--- src/rtl/snd_voice_sched.sv ---
// snd_voice_sched: sample-rate scheduler for the 4-voice tone generator.
// Divides the system clock into a one-cycle sample_ena strobe. After each strobe, one
// shared note->frequency ROM is time-shared across the 4 voices, each ROM word is
// converted to a phase increment, and all 4 increments commit on the same cycle.
// Ports:
//   clock, reset_n        system clock, synchronous active-low reset
//   enable                run the sample divider (low holds it at 0)
//   note_we/voice/idx     note register write port
//   rom_addr / rom_data   shared combinational pitch ROM (address registered)
//   sample_ena            one-cycle strobe every CLK_DIV clocks
//   busy, update_done     scan in progress / one-cycle commit pulse
//   pinc0..pinc3          per-voice phase increments
module snd_voice_sched #(
    parameter int unsigned SAMPLE_RATE = 16384,
    parameter int unsigned CLK_DIV     = 1536,
    localparam int unsigned PW         = $clog2(SAMPLE_RATE)
) (
    input  logic          clock,
    input  logic          reset_n,
    input  logic          enable,
    input  logic          note_we,
    input  logic [1:0]    note_voice,
    input  logic [3:0]    note_idx,
    output logic [3:0]    rom_addr,
    input  logic [PW-1:0] rom_data,
    output logic          sample_ena,
    output logic          busy,
    output logic          update_done,
    output logic [PW-1:0] pinc0,
    output logic [PW-1:0] pinc1,
    output logic [PW-1:0] pinc2,
    output logic [PW-1:0] pinc3
);

    localparam int unsigned DW = $clog2(CLK_DIV);
    localparam logic [DW-1:0] DIV_LAST = DW'(CLK_DIV - 1);
    // Modulus reduced to PW bits; a power-of-two rate becomes 0, giving 2^PW - rom_data.
    localparam logic [PW-1:0] SR_W = PW'(SAMPLE_RATE);

    typedef enum logic [1:0] {ST_IDLE, ST_ADDR, ST_DATA, ST_COMMIT} state_e;

    state_e          state_q, state_d;
    logic [1:0]      v_q, v_d;
    logic [DW-1:0]   div_q, div_d;
    logic            sample_ena_q, sample_ena_d;
    logic            busy_q, busy_d;
    logic            done_q, done_d;
    logic [3:0]      rom_addr_q, rom_addr_d;
    logic [3:0]      note_q  [4];
    logic [3:0]      note_d  [4];
    logic [3:0]      snap_q  [4];
    logic [3:0]      snap_d  [4];
    logic [PW-1:0]   stage_q [4];
    logic [PW-1:0]   stage_d [4];
    logic [PW-1:0]   pinc_q  [4];
    logic [PW-1:0]   pinc_d  [4];

    // State register; reset also abandons any scan in progress.
    always_ff @(posedge clock) begin
        if (!reset_n) begin
            state_q      <= ST_IDLE;
            v_q          <= '0;
            div_q        <= '0;
            sample_ena_q <= 1'b0;
            busy_q       <= 1'b0;
            done_q       <= 1'b0;
            rom_addr_q   <= '0;
            for (int i = 0; i < 4; i++) begin
                note_q[i]  <= '0;
                snap_q[i]  <= '0;
                stage_q[i] <= '0;
                pinc_q[i]  <= '0;
            end
        end else begin
            state_q      <= state_d;
            v_q          <= v_d;
            div_q        <= div_d;
            sample_ena_q <= sample_ena_d;
            busy_q       <= busy_d;
            done_q       <= done_d;
            rom_addr_q   <= rom_addr_d;
            note_q       <= note_d;
            snap_q       <= snap_d;
            stage_q      <= stage_d;
            pinc_q       <= pinc_d;
        end
    end

    // Divider, note registers, snapshot and scan FSM next-state.
    always_comb begin
        div_d        = '0;
        sample_ena_d = 1'b0;
        note_d       = note_q;
        snap_d       = snap_q;
        state_d      = state_q;
        v_d          = v_q;
        rom_addr_d   = rom_addr_q;
        stage_d      = stage_q;
        pinc_d       = pinc_q;
        busy_d       = busy_q;
        done_d       = 1'b0;

        if (enable) begin
            if (div_q == DIV_LAST) begin
                sample_ena_d = 1'b1;
            end else begin
                div_d = div_q + DW'(1);
            end
        end

        if (note_we) begin
            note_d[note_voice] = note_idx;
        end

        // Snapshot uses pre-edge notes, so a same-cycle write waits for the next sample.
        if (sample_ena_q) begin
            snap_d = note_q;
        end

        case (state_q)
            ST_IDLE: begin
                if (sample_ena_q) begin
                    state_d = ST_ADDR;
                    v_d     = 2'd0;
                    busy_d  = 1'b1;
                end
            end
            ST_ADDR: begin
                rom_addr_d = snap_q[v_q];
                state_d    = ST_DATA;
            end
            ST_DATA: begin
                stage_d[v_q] = SR_W - rom_data;
                if (v_q == 2'd3) begin
                    state_d = ST_COMMIT;
                end else begin
                    v_d     = v_q + 2'd1;
                    state_d = ST_ADDR;
                end
            end
            ST_COMMIT: begin
                pinc_d  = stage_q;
                done_d  = 1'b1;
                busy_d  = 1'b0;
                state_d = ST_IDLE;
            end
            default: state_d = ST_IDLE;
        endcase
    end

    assign rom_addr    = rom_addr_q;
    assign sample_ena  = sample_ena_q;
    assign busy        = busy_q;
    assign update_done = done_q;
    assign pinc0       = pinc_q[0];
    assign pinc1       = pinc_q[1];
    assign pinc2       = pinc_q[2];
    assign pinc3       = pinc_q[3];

endmodule
--- config.mk ---
export PLATFORM = sky130hd
export DESIGN_NAME = snd_voice_sched
export DESIGN_NICKNAME = d
export VERILOG_FILES = /design/src/rtl/snd_voice_sched.sv
export SDC_FILE = /design/constraint.sdc
export NUM_CORES = 1
export LEC_CHECK = 0
export ABC_CLOCK_PERIOD_IN_PS = 2400
export CAP_MARGIN = 20
export CORE_UTILIZATION = 30
export CTS_CLUSTER_SIZE = 20
export DETAILED_ROUTE_END_ITERATION = 16
export SETUP_SLACK_MARGIN = 0.1
export SYNTH_ARGS = -nofsm -noshare
export SYNTH_HDL_FRONTEND = slang
export SYNTH_SLANG_ARGS = --single-unit
--- constraint.sdc ---
create_clock -name clock -period 2.4 [get_ports clock]
set_input_delay 0.36 -clock clock [delete_from_list [all_inputs] [get_ports clock]]
set_output_delay 0.36 -clock clock [all_outputs]
set_load 0.05 [all_outputs]
==> metrics.md, run 1 <==
| Metric | Value |
|---|---|
| CP max stage cell | `clkdlybuf4s50_1` |
| Measured slew at the worst slew-check pin | `around 530 ps` |
| Number of diodes | `0` |
| Reg-to-reg startpoint | `v_q[1]` |
| Number of max-cap violations | `0` |
| Fin nets | `between 700 and 800` |
| Io pins | `between 80 and 90` |
| Post-synth top area cell | `dfxtp_1` |
| Yosys cell types | `42` |
| CP peak stage delay | `around 830 ps` |
| Worst slack at placement | `between 40 and 50 ps` |
| Hold Crit Start | `div_q[0]` |
| Largest net degree at the start of global routing | `a little under 60` |
| Final Core Density | `between 40% and 50%` |
| Post-synthesis compound-gate area fraction | `15.2%` |
| Critical path peak fanout | `2` |
| CTS tree | `built` |
| Ratio of cells with drive above 1 in the final layout | `between 10% and 20%` |
| Synth cell count leaders | `166 x dfxtp_1, 63 x nor2_1, 61 x nand2_1` |
| Buf+Inv Stages, Crit Path | `1` |
| Worst IR Drop VDD | `510 uV` |
| Post-synth EDFFs | `0` |
| Largest family of logic cells by synthesized area | `simple AND/OR/NAND/NOR gates` |
| Vias in the first global route | `roughly 4,300` |
| Crit-path leading delay family | `buffers and inverters` |
| Drt wl/cell | `between 15 and 20 um` |
| DRT iter0 DRCs | `between 200 and 300` |
| Total number of vias | `roughly 4,700` |
| Die extent in x | `roughly 140 um` |
| Worst hold endpoint | `div_q[0]` |
| RSZ-0062 raised after global routing | `no` |
| Initial Utilization | `between 30% and 40%` |
| Startpoint Class | `flip-flop` |
| Slew margin rel. | `between 60 and 70%` |
| Htree depth | `4` |
| Worst reg2reg endpoint | `stage_q[6]` |
| Critical setup path kind | `flip-flop to output pin` |
| Max Fclk | `about 500 MHz` |
| Antenna Violating Nets Remaining | `0` |
| Clock Tree Buf Depth | `2` |
| Synthesized-area fraction occupied by adder cells | `1.23%` |
| Post-CTS Setup Inserts | `0` |
| Fillers | `1,985` |
| R2R cell count | `5` |
| Core outline area | `19,700 um2` |
| Synth top area share | `between 50 and 60%` |
| Fin. Hold Viols | `0` |
| Pwr Total | `5.84 mW` |
| Final setup margin | `approximately 380 ps` |
| Hold buffers post-CTS | `0` |
| Main area contributors after synthesis | `dfxtp_1 55%, a22o_1 8.2%, mux2i_1 5.9%` |
| Worst-path clk slew | `~70 ps` |
| First drt pass iteration count | `4` |
| Area of the multi-input gates | `~2600 um2` |
| Worst R2R Setup Slack | `~490 ps` |
| Root buf cell | `clkbuf_16` |
| HPWL after DPL | `10,300 um` |
| Cell area after synthesis | `slightly above 6000 um2` |
| Reg area | `~3300 um2` |
| Syn Inst Count | `approximately 610` |
| CP Cell Sequence | `clkdlybuf4s50_1` |
| Synthesis-stage register bit count | `about 170` |
| PD cells | `between 700 and 800 nW/um2` |
| Hold Path Class | `flip-flop to flip-flop` |
| Final wirelength | `between 15,000 and 20,000 um` |
| Post-CTS sizing | `0` |
| IO buf count | `between 80 and 90` |
| First-pass GRT wire length | `about 24,000 um` |
| Post-synthesis sequential area ratio | `54.6%` |
| Die Area | `about 21,000 um2` |
| Total CTS buffers | `17` |
| Endpoints failing setup | `0` |
| Die height | `roughly 140 um` |
| Avg Vias per Cell | `slightly below 5` |
| Worst endpoint data arrival time | `about 1700 ps` |
| GPL Wtd Cong | `between 0.8 and 0.9` |
| Slew Viols, Final | `0` |
| Total number of yosys warnings | `0` |
| Final worst-path cycle share | `84.1%` |
| Num rows | `51` |
| P_leak | `slightly below 3 nW` |
| Fraction of registers with async set/reset | `0%` |
| Clock sink total | `between 150 and 200` |
| GRT overflow | `0` |
| WP data required | `between 2000 and 2500 ps` |
| Synthesized Nets | `639` |
| Kind of end point of the critical path | `output pin` |
| Clock latency on the worst-skew pair | `430 ps` |
| Top-count cell post-synth | `dfxtp_1` |
| Outcome | `complete, no violations` |
| Area growth, synth to finish | `31.6%` |
| Mux contribution to synthesized area | `about 7.6%` |
| Mean Syn Cell Area | `between 9 and 10 um2` |
| Final Skew | `around 11 ps` |
| Post-route minimum period | `2020 ps` |
| Setup total negative slack | `0 ps` |
| Hold Path Stages | `1` |
| Residual DRC | `0` |
| Final hold slack | `around 450 ps` |
| Initial antenna violation count | `0` |
| Simple-gate portion of the synthesized area | `16.7%` |
| All-layer global routing usage | `between 10% and 20%` |
| Main synth FF type | `dfxtp_1` |
| XOR/XNOR Fraction of Synth Area | `~1.9%` |
## how the worst max path moves through the flow
stage | slack (ps) | startpoint | endpoint | depth (start not counted)
floorplan | 350 | rom_data[0] | stage_q[22] | 7
global placement | 60 | rom_data[0] | stage_q[8] | 7
detailed placement | 50 | rom_data[1] | stage_q[8] | 7
CTS | 360 | pinc2[12] | pinc2[12] | 1
global route | 330 | pinc2[12] | pinc2[12] | 1
finish | 380 | pinc2[13] | pinc2[13] | 1
## power by group
| part | total (mW) | internal [mW] | switching, mW | leakage, nW |
|---|---|---|---|---|
| combinational | 0.220 | 0.0871 | 0.133 | 1.24 |
| sequential | 2.77 | 2.76 | 0.00570 | 1.34 |
| clock | 2.85 | 1.60 | 1.24 | 0.310 |
| total | 5.84 | 4.45 | 1.38 | 2.88 |
## kinds of logic (layout without fill, tap and decap cells)
logic type               after synthesis  in the layout
AO/OA/AOI/OAI                        126            126
adder cells (fa/ha/maj)                6              6
AND/OR/NAND/NOR                      212            212
buffers and inverters                 45            150
flip-flops                           166            166
multiplexers                          41             41
XOR/XNOR                              13             13
## stage by stage
stage	instance area [um2]	instances
2_1_floorplan	6090	609
3_3_place_gp	7380	947
3_5_place_dp	7380	947
4_1_cts	8010	979
5_1_grt	8010	979
6_report	8010	979
## registers in the layout (all words and copies together), names as in the netlist, 2 cells and up
name and count:
stage_q 56, note_q 16, snap_q 16, pinc0 14, pinc1 14, pinc2 14, pinc3 14, div_q 11
rom_addr 4, state_q 2, v_q 2
## placed cells by master (no fill, tap or decap), types with 4 or more instances in the layout
cell / instances
nand2b_1: 4
xor2_1: 5
nand3b_1: 6
nand2_1: 61
nand4_1: 6
and2_1: 6
a21oi_1: 30
ha_1: 6
inv_6: 4
inv_1: 5
a22o_1: 57
clkinv_8: 4
buf_4: 24
xnor2_1: 8
mux2i_1: 36
dfxtp_1: 166
clkbuf_16: 17
nor2_1: 62
mux4_2: 4
o311ai_0: 8
nand3_1: 46
or4_4: 4
clkdlybuf4s50_1: 85
o21ai_0: 13
o31ai_1: 10
## metal layers
layer	vias up	routed length (um)	global-route usage [%]	part of all wire, %
met5	-	0	0	0
met4	0	191	5.76	1.2
met3	14	769	3.58	5.0
met2	113	6990	23.2	46
met1	2247	7340	20.8	48
li1	2375	-	-	-
## layout make-up
cell class / count / area share [%]
sequential: 166 / 41.5
multi-input combinational: 398 / 32.6
timing repair buffer: 112 / 13.6
clock buffer: 17 / 5.31
clock inverter: 15 / 2.59
inverter: 6 / 0.281
tap: 265 / 4.14
Note: power is estimated with default switching activity, not from simulation.
==> inputs of run 2 (changes only) <==
--- a/config.mk
+++ b/config.mk
@@ -5,7 +5,7 @@
 export SDC_FILE = /design/constraint.sdc
 export NUM_CORES = 1
 export LEC_CHECK = 0
-export ABC_CLOCK_PERIOD_IN_PS = 2400
+export ABC_CLOCK_PERIOD_IN_PS = 1700
 export CAP_MARGIN = 20
 export CORE_UTILIZATION = 30
 export CTS_CLUSTER_SIZE = 20
==> constraint.sdc (replaced) <==
create_clock -name clock -period 1.7 [get_ports clock]
set_input_delay 0.255 -clock clock [delete_from_list [all_inputs] [get_ports clock]]
set_output_delay 0.255 -clock clock [all_outputs]
set_load 0.05 [all_outputs]
==> metrics.md, run 2 (synthesis results as in run 1) <==
| Metric | Value |
|---|---|
| Fin nets | `763 (was 731)` |
| Area of placed instances | `7540 um2 (was 7380 um2)` |
| Die height | `144 um (unchanged)` |
| Number of max-cap violations | `0 (unchanged)` |
| Critical setup path kind | `input pin to flip-flop (was flip-flop to output pin)` |
| Clock Tree Buf Depth | `2 (unchanged)` |
| GRT overflow | `0 (unchanged)` |
| Startpoint Class | `input pin (was flip-flop)` |
| Antenna Violating Nets Remaining | `0 (unchanged)` |
| Critical path peak fanout | `4 (was 2)` |
| Vias in the first global route | `4,511 (was 4,344)` |
| Number of flip-flops in the largest register | `56 (unchanged)` |
| Final Core Density | `41.7% (was 40.8%)` |
| Max Fclk | `about 630 MHz` |
| CP Cell Sequence | `clkdlybuf4s15_2, inv_2, ha_4, or4b_4, or4_4, nand3_2, a21oi_1 (was clkdlybuf4s50_1)` |
| All-layer global routing usage | `15.4% (was 15.3%)` |
| Htree depth | `4 (unchanged)` |
| Kind of end point of the critical path | `flip-flop (was output pin)` |
| Final Skew | `16.0 ps (was 11.1 ps)` |
| Measured slew at the worst slew-check pin | `510 ps (was 533 ps)` |
| R2R cell count | `5 (unchanged)` |
| Worst endpoint data arrival time | `1880 ps (was 1660 ps)` |
| Io pins | `87 (unchanged)` |
| P_leak | `3.20 nW (was 2.88 nW)` |
| CP peak stage delay | `580 ps (was 830 ps)` |
| Commonest non-fill, non-tap cells in the layout | `166 x dfxtp_1, 111 x buf_4, 62 x nor2_1 (was 166 x dfxtp_1, 85 x clkdlybuf4s50_1, 62 x nor2_1)` |
| Final std cells w/o fill | `1,011 (was 979)` |
| Slew Viols, Final | `0 (unchanged)` |
| GPL Wtd Cong | `0.819 (was 0.840)` |
| Worst IR Drop VDD | `684 uV (was 510 uV)` |
| Commonest non-fill, non-tap cell in the layout | `dfxtp_1 (unchanged)` |
| IO buf count | `86 (unchanged)` |
| RSZ-0062 raised after global routing | `yes (was no)` |
| Placed insts | `975 (was 947)` |
| DRT iter0 DRCs | `206 (was 286)` |
| WP data required | `2000 ps (was 2040 ps)` |
| Root buf cell | `clkbuf_16 (unchanged)` |
| First-pass GRT wire length | `24,500 um (was 23,900 um)` |
| Final setup margin | `111 ps (was 381 ps)` |
| Pwr Total | `8.16 mW (was 5.84 mW)` |
| Fin. Hold Viols | `0 (unchanged)` |
| Total CTS buffers | `17 (unchanged)` |
| Initial antenna violation count | `1 (was 0)` |
| Slew margin rel. | `65.7% (was 64.4%)` |
| First drt pass iteration count | `4 (unchanged)` |
| CP max stage cell | `or4_4 (was clkdlybuf4s50_1)` |
| Worst slack at placement | `-676 ps (was 45.3 ps)` |
| Endpoints failing setup | `0 (unchanged)` |
| Ratio of cells with drive above 1 in the final layout | `25.1% (was 10.6%)` |
| Avg Vias per Cell | `4.71 (was 4.85)` |
| Setup total negative slack | `0 ps (unchanged)` |
| Area growth, synth to finish | `34.8% (was 31.6%)` |
| Hold Path Stages | `4 (was 1)` |
| Clock latency on the worst-skew pair | `430 ps (about the same)` |
| Leading registers by flop count | `stage_q x56, note_q x16, snap_q x16 (unchanged)` |
| HPWL after DPL | `10,800 um (was 10,300 um)` |
| Residual DRC | `0 (unchanged)` |
| Core outline area | `19,700 um2 (unchanged)` |
| Initial Utilization | `31.0% (unchanged)` |
| Drt wl/cell | `15.2 um (was 15.6 um)` |
| Reg-to-reg startpoint | `div_q[0] (was v_q[1])` |
| Final hold slack | `407 ps (was 449 ps)` |
| Final wirelength | `15,400 um (was 15,300 um)` |
| CTS tree | `built (unchanged)` |
| Worst reg2reg endpoint | `div_q[5] (was stage_q[6])` |
| Die extent in x | `144 um (unchanged)` |
| Hold Crit Start | `rom_data[0] (was div_q[0])` |
| Worst-path clk slew | `70 ps (about the same)` |
| Number of diodes | `0 (unchanged)` |
| Worst hold endpoint | `stage_q[42] (was div_q[0])` |
| Hold Path Class | `input pin to flip-flop (was flip-flop to flip-flop)` |
| Worst R2R Setup Slack | `210 ps (was 490 ps)` |
| Top reg by flops | `stage_q (unchanged)` |
| Outcome | `complete, no violations (unchanged)` |
| PD cells | `995 nW/um2 (was 728 nW/um2)` |
| Clock sink total | `166 (unchanged)` |
| Largest net degree at the start of global routing | `69 (was 58)` |
| Num rows | `51 (unchanged)` |
| Die Area | `20,900 um2 (unchanged)` |
| Total number of vias | `4,766 (was 4,749)` |
| Final worst-path cycle share | `between 90 and 100%` |
| Fin area | `8200 um2 (was 8010 um2)` |
| Post-route minimum period | `around 1600 ps` |
==> run 2: worst max-delay path by stage <==
stage	startpoint	slack [ps]	end
2_1_floorplan	rom_data[0]	-190	stage_q[8]
4_1_cts	div_q[0]	100	div_q[5]
6_report	rom_data[1]	110	stage_q[22]
5_1_grt	v_q[0]	50	stage_q[27]
3_3_place_gp	rom_data[1]	-670	stage_q[8]
3_5_place_dp	rom_data[1]	-680	stage_q[8]
==> run 2: repair_timing <==
action / CTS / global route
hold buffers: 0 / 0
resized for setup: 17 / 10
setup buffers: 0 / 4
endpoints found under the setup margin: 27 / 35
pin swaps: 5 / 7
==> run 2: final cells by class <==
cell class | instances | area [um2]
timing repair buffer | 144 | 1230
tap | 265 | 332
fill | 1954 | 11400
clock buffer | 19 | 443
multi-input combinational | 398 | 2690
sequential | 166 | 3320
inverter | 6 | 25.0
clock inverter | 13 | 164
==> run 2: layer usage <==
layer	wire length, um	track usage (%)
met1	7400	20.4
met5	13	0
met2	6930	23.9
met3	859	4.87
met4	155	4.21
==> run 2: worst max-delay path: cells and delay by family <==
family,cells,cell delay (ps)
compound gates,1,50
fa+ha+maj,1,120
buf+inv,2,300
simple gates,3,1150
==> run 2: power breakdown <==
part | total [mW] | switching [mW] | internal [mW]
sequential | 3.91 | 0.00748 | 3.90
combinational | 0.330 | 0.186 | 0.143
clock | 3.92 | 1.67 | 2.25
==> inputs of run 3 (changes only) <==
--- a/config.mk
+++ b/config.mk
@@ -10,6 +10,7 @@
 export CORE_UTILIZATION = 30
 export CTS_CLUSTER_SIZE = 20
 export DETAILED_ROUTE_END_ITERATION = 16
+export PLACE_DENSITY = 0.55
 export SETUP_SLACK_MARGIN = 0.1
 export SYNTH_ARGS = -nofsm -noshare
 export SYNTH_HDL_FRONTEND = slang
==> metrics.md, run 3 (synthesis results as in run 1) <==
| Metric | Value |
|---|---|
| Die Area | `20,900 um2 (unchanged)` |
| Final hold slack | `296 ps (was 407 ps)` |
| Largest net degree at the start of global routing | `56 (was 69)` |
| Num rows | `51 (unchanged)` |
| WP data required | `2000 ps (about the same)` |
| Fin nets | `759 (was 763)` |
| Drt wl/cell | `15.4 um (was 15.2 um)` |
| Initial Utilization | `31.0% (unchanged)` |
| Core outline area | `19,700 um2 (unchanged)` |
| Worst endpoint data arrival time | `1880 ps (about the same)` |
| Clock sink total | `166 (unchanged)` |
| First drt pass iteration count | `4 (unchanged)` |
| Final std cells w/o fill | `1,006 (was 1,011)` |
| Measured slew at the worst slew-check pin | `465 ps (was 510 ps)` |
| Clock latency on the worst-skew pair | `430 ps (about the same)` |
| Initial antenna violation count | `0 (was 1)` |
| GRT overflow | `0 (unchanged)` |
| Kind of end point of the critical path | `flip-flop (unchanged)` |
| Slew margin rel. | `68.8% (was 65.7%)` |
| Number of diodes | `0 (unchanged)` |
| Final setup margin | `119 ps (was 111 ps)` |
| Total number of vias | `4,906 (was 4,766)` |
| Most used routing layer | `met2 (unchanged)` |
| Fillers | `1,929 (was 1,954)` |
| Leading registers by flop count | `stage_q x56, note_q x16, snap_q x16 (unchanged)` |
| Global routing usage on met2 | `26.7% (was 23.9%)` |
| Ratio of cells with drive above 1 in the final layout | `25.2% (was 25.1%)` |
| Slew Viols, Final | `0 (unchanged)` |
| Antenna Violating Nets Remaining | `0 (unchanged)` |
| Routing usage on met1 | `18.6% (was 20.4%)` |
| Outcome | `complete, no violations (unchanged)` |
| Vias in the first global route | `4,748 (was 4,511)` |
| Htree depth | `4 (unchanged)` |
| Die height | `144 um (unchanged)` |
| HPWL after DPL | `11,200 um (was 10,800 um)` |
| Grt met3 use | `4.27% (was 4.87%)` |
| Clock Tree Buf Depth | `2 (unchanged)` |
| Worst slack at placement | `-642 ps (was -676 ps)` |
| Commonest non-fill, non-tap cell in the layout | `dfxtp_1 (unchanged)` |
| Startpoint Class | `input pin (unchanged)` |
| DRT iter0 DRCs | `243 (was 206)` |
| Total CTS buffers | `17 (unchanged)` |
| Commonest non-fill, non-tap cells in the layout | `164 x dfxtp_1, 107 x buf_4, 61 x nand2_1, 61 x nor2_1, 57 x a22o_1 (was 166 x dfxtp_1, 111 x buf_4, 62 x nor2_1)` |
| Worst IR Drop VDD | `692 uV (was 684 uV)` |
| GPL Wtd Cong | `0.915 (was 0.819)` |
| Io pins | `87 (unchanged)` |
| Area of placed instances | `7520 um2 (was 7540 um2)` |
| PD cells | `999 nW/um2 (was 995 nW/um2)` |
| Max Fclk | `633 MHz (was 629 MHz)` |
| Fin. Hold Viols | `0 (unchanged)` |
| Critical path peak fanout | `4 (unchanged)` |
| First-pass GRT wire length | `24,500 um (about the same)` |
| Avg Vias per Cell | `4.88 (was 4.71)` |
| Final wirelength | `15,500 um (was 15,400 um)` |
| Root buf cell | `clkbuf_16 (unchanged)` |
| IO buf count | `86 (unchanged)` |
| Final Skew | `12.1 ps (was 16.0 ps)` |
| Endpoints failing setup | `0 (unchanged)` |
| RSZ-0062 raised after global routing | `yes (unchanged)` |
| Placed insts | `973 (was 975)` |
| Hold Path Class | `input pin to flip-flop (unchanged)` |
| Final worst-path cycle share | `93.0% (was 93.5%)` |
| Area growth, synth to finish | `34.7% (was 34.8%)` |
| Residual DRC | `0 (unchanged)` |
| Die extent in x | `144 um (unchanged)` |
| Critical setup path kind | `input pin to flip-flop (unchanged)` |
| All-layer global routing usage | `15.5% (was 15.4%)` |
| Number of flip-flops in the largest register | `56 (unchanged)` |
| CTS tree | `built (unchanged)` |
| Fin area | `8200 um2 (about the same)` |
| Top reg by flops | `stage_q (unchanged)` |
| P_leak | `3.18 nW (was 3.20 nW)` |
| Number of max-cap violations | `0 (unchanged)` |
| Worst-path clk slew | `70 ps (about the same)` |
| Post-route minimum period | `1580 ps (was 1590 ps)` |
| Setup total negative slack | `0 ps (unchanged)` |
## run 3: routing by layer
layer	vias up	wire length [um]
li1	2424	-
met1	2351	6800
met2	118	7840
met3	13	713
met4	0	138
met5	-	0
## run 3: power breakdown
| part | switching, mW | internal (mW) |
|---|---|---|
| clock | 1.61 | 2.34 |
| sequential | 0.00806 | 3.90 |
| combinational | 0.190 | 0.140 |
| total | 1.81 | 6.38 |
## run 3: path summary, 6_finish.rpt
path / slack, ps / start / to / cells past startpoint
max reg2reg: 220 / div_q[0] / div_q[4] / 5
min: 300 / rom_data[0] / stage_q[28] / 4
max: 120 / rom_data[1] / stage_q[11] / 6
min reg2reg: 440 / div_q[0] / div_q[0] / 1
## run 3: per-stage QoR
step                utilization (%)  total power [mW]
global placement               38.3              4.32
finish                         41.7              8.19
floorplan                         -              4.14
detailed placement             38.3              4.33
CTS                            41.4              8.27
global route                   41.7              8.49
## run 3: layout make-up
class                   count  area [um2]  area share [%]
well taps                 265         332            4.04
repair buffers            140        1200            14.6
flip-flops and latches    166        3330            40.6
inverters                   6        25.0           0.305
clock buffers              19         433            5.28
clock inverters            12         168            2.05
multi-input cells         398        2720            33.2
## run 3: worst max-delay path, stage by stage
cell and delay (ps):
clkdlybuf4s15_2 220, buf_4 150, or4_4 510, or4_4 580
nand3_2 110, a21oi_2 50
## run 3: timing repair
item                       4_1_cts  5_1_grt
pin swaps                        5        4
hold buffers                     0        0
gates resized for setup         19       14
buffers inserted                 0        2
setup endpoints to repair       33       33
